==> config.mk <==
export PLATFORM = sky130hd
export DESIGN_NAME = spi_frame_loader
export DESIGN_NICKNAME = d
export VERILOG_FILES = /design/src/rtl/spi_frame_loader.sv
export SDC_FILE = /design/constraint.sdc
export NUM_CORES = 1
export LEC_CHECK = 0
export ABC_AREA = 0
export CELL_PAD_IN_SITES_DETAIL_PLACEMENT = 1
export CELL_PAD_IN_SITES_GLOBAL_PLACEMENT = 2
export CORE_MARGIN = 5
export CORE_UTILIZATION = 25
export CTS_BUF_LIST = sky130_fd_sc_hd__clkbuf_16
export DETAILED_ROUTE_END_ITERATION = 7
export DONT_BUFFER_PORTS = 1
export PLACE_DENSITY_LB_ADDON = 0.1
export SETUP_SLACK_MARGIN = 0.3
export SLEW_MARGIN = 20
export SYNTH_ARGS = -nofsm -noshare
export SYNTH_HDL_FRONTEND = slang
export SYNTH_SLANG_ARGS = --single-unit
==> constraint.sdc <==
create_clock -name clock -period 6.17 [get_ports clock]
set_input_delay 0.3085 -clock clock [delete_from_list [all_inputs] [get_ports clock]]
set_output_delay 0.3085 -clock clock [all_outputs]
set_load 0.01 [all_outputs]
==> src/rtl/spi_frame_loader.sv <==
// SPI mode-0 slave that streams host pixel words into the framebuffer RAM.
// Each cs_n-framed transaction is a start address followed by pixel words.
module spi_frame_loader #(
    parameter int WIDTH  = 32,
    parameter int HEIGHT = 16,
    parameter int DEPTH  = 12288
) (
    input  logic        clock,
    input  logic        reset_n,
    input  logic        spi_cs_n,
    input  logic        spi_sck,
    input  logic        spi_mosi,
    output logic [15:0] write_address,
    output logic [15:0] write_value,
    output logic        we,
    output logic        busy,
    output logic        frame_done,
    output logic        addr_error
);

    localparam logic [15:0] FRAME_LAST = 16'(WIDTH * HEIGHT - 1);
    localparam logic [15:0] DEPTH_LAST = 16'(DEPTH - 1);

    typedef enum logic [1:0] {
        IDLE,
        ADDR,
        DATA,
        IGNORE
    } state_t;

    state_t state;
    state_t state_next;

    logic cs_s1;
    logic cs_s2;
    logic sck_s1;
    logic sck_s2;
    logic sck_q;
    logic mosi_s1;
    logic mosi_s2;

    logic [15:0] shift_q;
    logic [3:0]  bit_cnt;
    logic [15:0] pointer;

    logic        sck_rise;
    logic        shift_en;
    logic        word_done;
    logic        bit_clear;
    logic        addr_ok;
    logic        load_ptr;
    logic        data_word;
    logic        bad_addr;
    logic [15:0] word;

    // Idle values match a deselected bus so reset never fakes an edge.
    always_ff @(posedge clock or negedge reset_n) begin
        if (!reset_n) begin
            cs_s1   <= 1'b1;
            cs_s2   <= 1'b1;
            sck_s1  <= 1'b0;
            sck_s2  <= 1'b0;
            sck_q   <= 1'b0;
            mosi_s1 <= 1'b0;
            mosi_s2 <= 1'b0;
        end else begin
            cs_s1   <= spi_cs_n;
            cs_s2   <= cs_s1;
            sck_s1  <= spi_sck;
            sck_s2  <= sck_s1;
            sck_q   <= sck_s2;
            mosi_s1 <= spi_mosi;
            mosi_s2 <= mosi_s1;
        end
    end

    always_comb begin
        sck_rise  = sck_s2 && !sck_q;
        shift_en  = sck_rise && (state == ADDR || state == DATA);
        word_done = shift_en && (bit_cnt == 4'd15);
        word      = {shift_q[14:0], mosi_s2};
        addr_ok   = (word <= DEPTH_LAST);
        load_ptr  = word_done && (state == ADDR) && addr_ok;
        bad_addr  = word_done && (state == ADDR) && !addr_ok;
        data_word = word_done && (state == DATA);
    end

    always_comb begin
        state_next = state;
        bit_clear  = 1'b0;
        unique case (state)
            IDLE: begin
                if (!cs_s2) begin
                    state_next = ADDR;
                    bit_clear  = 1'b1;
                end
            end
            ADDR: begin
                if (word_done) begin
                    state_next = addr_ok ? DATA : IGNORE;
                end
            end
            DATA: begin
                state_next = DATA;
            end
            IGNORE: begin
                state_next = IGNORE;
            end
        endcase
        // Deselect wins; a word finishing this cycle is still committed below.
        if (state != IDLE && cs_s2) begin
            state_next = IDLE;
        end
    end

    always_ff @(posedge clock or negedge reset_n) begin
        if (!reset_n) begin
            state <= IDLE;
        end else begin
            state <= state_next;
        end
    end

    always_ff @(posedge clock or negedge reset_n) begin
        if (!reset_n) begin
            shift_q <= 16'd0;
            bit_cnt <= 4'd0;
        end else if (bit_clear) begin
            bit_cnt <= 4'd0;
        end else if (shift_en) begin
            shift_q <= word;
            bit_cnt <= bit_cnt + 4'd1;
        end
    end

    always_ff @(posedge clock or negedge reset_n) begin
        if (!reset_n) begin
            pointer <= 16'd0;
        end else if (load_ptr) begin
            pointer <= word;
        end else if (data_word) begin
            pointer <= (pointer == DEPTH_LAST) ? 16'd0 : pointer + 16'd1;
        end
    end

    always_ff @(posedge clock or negedge reset_n) begin
        if (!reset_n) begin
            write_address <= 16'd0;
            write_value   <= 16'd0;
            we            <= 1'b0;
            frame_done    <= 1'b0;
            addr_error    <= 1'b0;
        end else begin
            we         <= data_word;
            addr_error <= bad_addr;
            frame_done <= data_word && (pointer == FRAME_LAST);
            if (data_word) begin
                write_address <= pointer;
                write_value   <= word;
            end
        end
    end

    assign busy = (state != IDLE);

endmodule

==> results.toml <==
[logic_synthesis]
synth_cell_types = 45
synth-warning-count = 0
syn_inst = 323
synth_top_area_share_pct = 55.70
ys_seq_area_share_pct = 57.22
ys_top_cells_by_area = "dfrtp_1 56%, mux2_2 8.8%, nand2_1 7.2%"
synth_top_cell_by_area = "dfrtp_1"
synth_ff_type = "dfrtp_1"
ys_async_sr_fraction_pct = 100.0
syn_avg_cell_area_um2 = 10.71
synth_edf_count = 0
netlist_area_mm2 = 0.003460
yosys-top-cells-count = "77 x dfrtp_1, 66 x nand2_1, 27 x mux2_2"
synth_nets = 335
synth.most_common_cell = "dfrtp_1"
ys_ff_latch = 79

[grt]
grt_pass1_wl_mm = 15.08
antenna_found_initial = 0
gr-usage-all-layers_pct = 12.08
grt-ovfl-total = 0
grt_pass1_vias = 2686
grt_max_degree = 80

[timing]
max_freq_mhz = 335.6
tns_ns = 0
period_needed_ns = 2.980
setup_viol = 0
finClkSkew_ns = 0.006419
slew_violations = 0
slew_headroom_pct = 56.28
period_share_pct = 48.30
grt_setup_unrepaired = "false"
tightest_slew_ns = 0.6558
hold_viol = 0

[placed_design]
postPlaceCellArea_mm2 = 0.003643
hpwlAfterDp_mm = 5.990
dpl.cell_count = 488
gp_congestion = 0.7449
io_buffers = 0

[floorplan]
coreArea_mm2 = 0.01372
start_util_pct = 25.22
io_pins = 41
die-width_um = 127.6
rows = 43
die_h_um = 127.6
dieArea_mm2 = 0.01629

[power_and_ir_drop]
p_int_mw = 0.9757
vdd_drop_max_mv = 0.1237
powerDensity_mw_per_mm2 = 330.5
clockPowerShare_pct = 42.1
switching_power_mw = 0.3531
combPwrFrac_pct = 12.7
seq_power_share_pct = 45.2
switching_share_pct = 26.57
p_leak_nw = 1.832

[clock_network]
cts_max_level = 3
cts_tree = "done"
clk_latency_ns = 0.34
cts_buffers = 9
cts_buffer_depth = 2
post_cts_resized = 0
clock_tree.root_cell = "clkbuf_16"
clk_pin_slew_ns = 0.06
cts_sinks = 79

[worst_setup_path]
crit_required_ns = 6.45
critPathKind = "flop to flop"
cp-end-kind = "flop"
r2r_slack_ns = 3.19
crit_fanout = 11
cp-start-kind = "flop"
cp.arrival_ns = 3.26
reg2regPathDepth = 7
r2r-end = "pointer[13]"
rr_startpoint = "state[0]"

[layout]
diodes = 0
final_util_pct = 29.30
n_fill_cell = 1546
final_area_mm2 = 0.004020
drive_gt1_share_pct = 15.20
final_nets = 336
areaGrowthSynthToFinish_pct = 16.20
layout.cells.non_filler = 509

[drt]
drt-initial-drc-count = 111
via_per_inst = 4.776
drt_first_pass_iters = 4
drcViolationCount = 0
ant_nets = 0
vias = 2431
drt-total-wl_mm = 9.195
wire_per_inst_um = 18.06

[worst_hold_path]
min-delay-start = "sck_s1"
min_path_cells = 0
min_to = "sck_s2"
hold_class = "flop to flop"

[run_status]
status = "completed"

[flow_run]
cap_violations = 0
-- layout by cell type, fill, tap and decap left out, types with 2 or more instances in the layout --
cell	n
a222oi_1	2
nand3_1	10
clkinv_1	3
clkbuf_16	9
buf_4	3
a22oi_1	6
nand2_1	66
or3_1	3
a31oi_1	2
dfrtp_1	77
o211ai_1	2
and2_1	3
nor4b_1	2
mux2i_1	2
a21oi_1	12
o21ai_0	16
dlygate4sd3_1	4
nor2_1	12
nand4_1	6
dfstp_2	2
o31ai_1	5
inv_1	11
nor3_1	6
or4_1	3
mux2_2	27
ha_1	7
nor4_1	2
nor3b_1	2
and3_1	2
bufinv_16	2
-- cell families after synthesis --
family | Yosys count | synth area share (%)
AO/OA/AOI/OAI | 54 | 10.09
XOR/XNOR | 2 | 0.5064
multiplexers | 29 | 9.367
adder cells (fa/ha/maj) | 7 | 2.532
buffers and inverters | 28 | 3.255
AND/OR/NAND/NOR | 124 | 17.03
flip-flops | 79 | 57.22
-- power by group through the flow --
| stage | clock network (mW) | registers (mW) | logic (mW) |
|---|---|---|---|
| 2_1_floorplan | 0 | 0.590 | 0.128 |
| 3_3_place_gp | 0 | 0.608 | 0.155 |
| 3_5_place_dp | 0 | 0.610 | 0.158 |
| 4_1_cts | 0.584 | 0.601 | 0.174 |
| 5_1_grt | 0.608 | 0.608 | 0.191 |
| 6_report | 0.559 | 0.600 | 0.169 |
-- worst max-delay path: stages, from the launching register on --
cell and delay, ns:
dfrtp_1 0.41, inv_1 0.12, ha_1 0.33, and4b_1 0.30, nand2_1 0.29, or4_1 0.80, or4_1 0.57, nand3_1 0.09
-- registers in the layout, summed over array words and instances, names as in the netlist, 2 cells and up --
register	flops
bit_cnt	4
pointer	16
shift_q	15
state	2
write_address	16
write_value	16
-- through the flow --
step           hold slack [ns]  power, mW  setup slack (ns)
6_report                0.3503      1.329             3.190
5_1_grt                 0.3623      1.407             3.035
4_1_cts                 0.3543      1.358             3.188
3_5_place_dp           0.01700     0.7680             3.213
3_3_place_gp           0.01685     0.7633             3.310
2_1_floorplan          0.01291     0.7181             3.821
-- routing by layer --
layer | part of all wire, % | global-route usage (%)
met3 | 4.2 | 3.094
met4 | 1.9 | 5.431
met1 | 47 | 15.65
met2 | 47 | 19.02
met5 | 0 | 0
-- repair_timing --
action / 4_1_cts / 5_1_grt
endpoints found under the hold margin: 82 / 0
hold buffers: 5 / 0
buffers inserted: 0 / 0
endpoints found under the setup margin: 0 / 0
-- worst max path at each step --
stage	start	endpoint	slack (ns)
detailed placement	state[0]	pointer[13]	3.21
CTS	state[0]	pointer[13]	3.19
finish	state[0]	pointer[13]	3.19
global route	state[1]	pointer[13]	3.03
floorplan	state[0]	pointer[13]	3.82
global placement	state[1]	pointer[13]	3.31
-- final cells by class --
class	instances	area [um^2]	area share [%]
clock buffers	9	225.2	5.602
clock inverters	7	80.08	1.992
inverters	10	37.54	0.9337
multi-input cells	216	1383	34.39
flip-flops and latches	79	1979	49.24
well taps	180	225.2	5.602
repair buffers	8	90.09	2.241
Note: power is estimated with default switching activity, not from simulation.
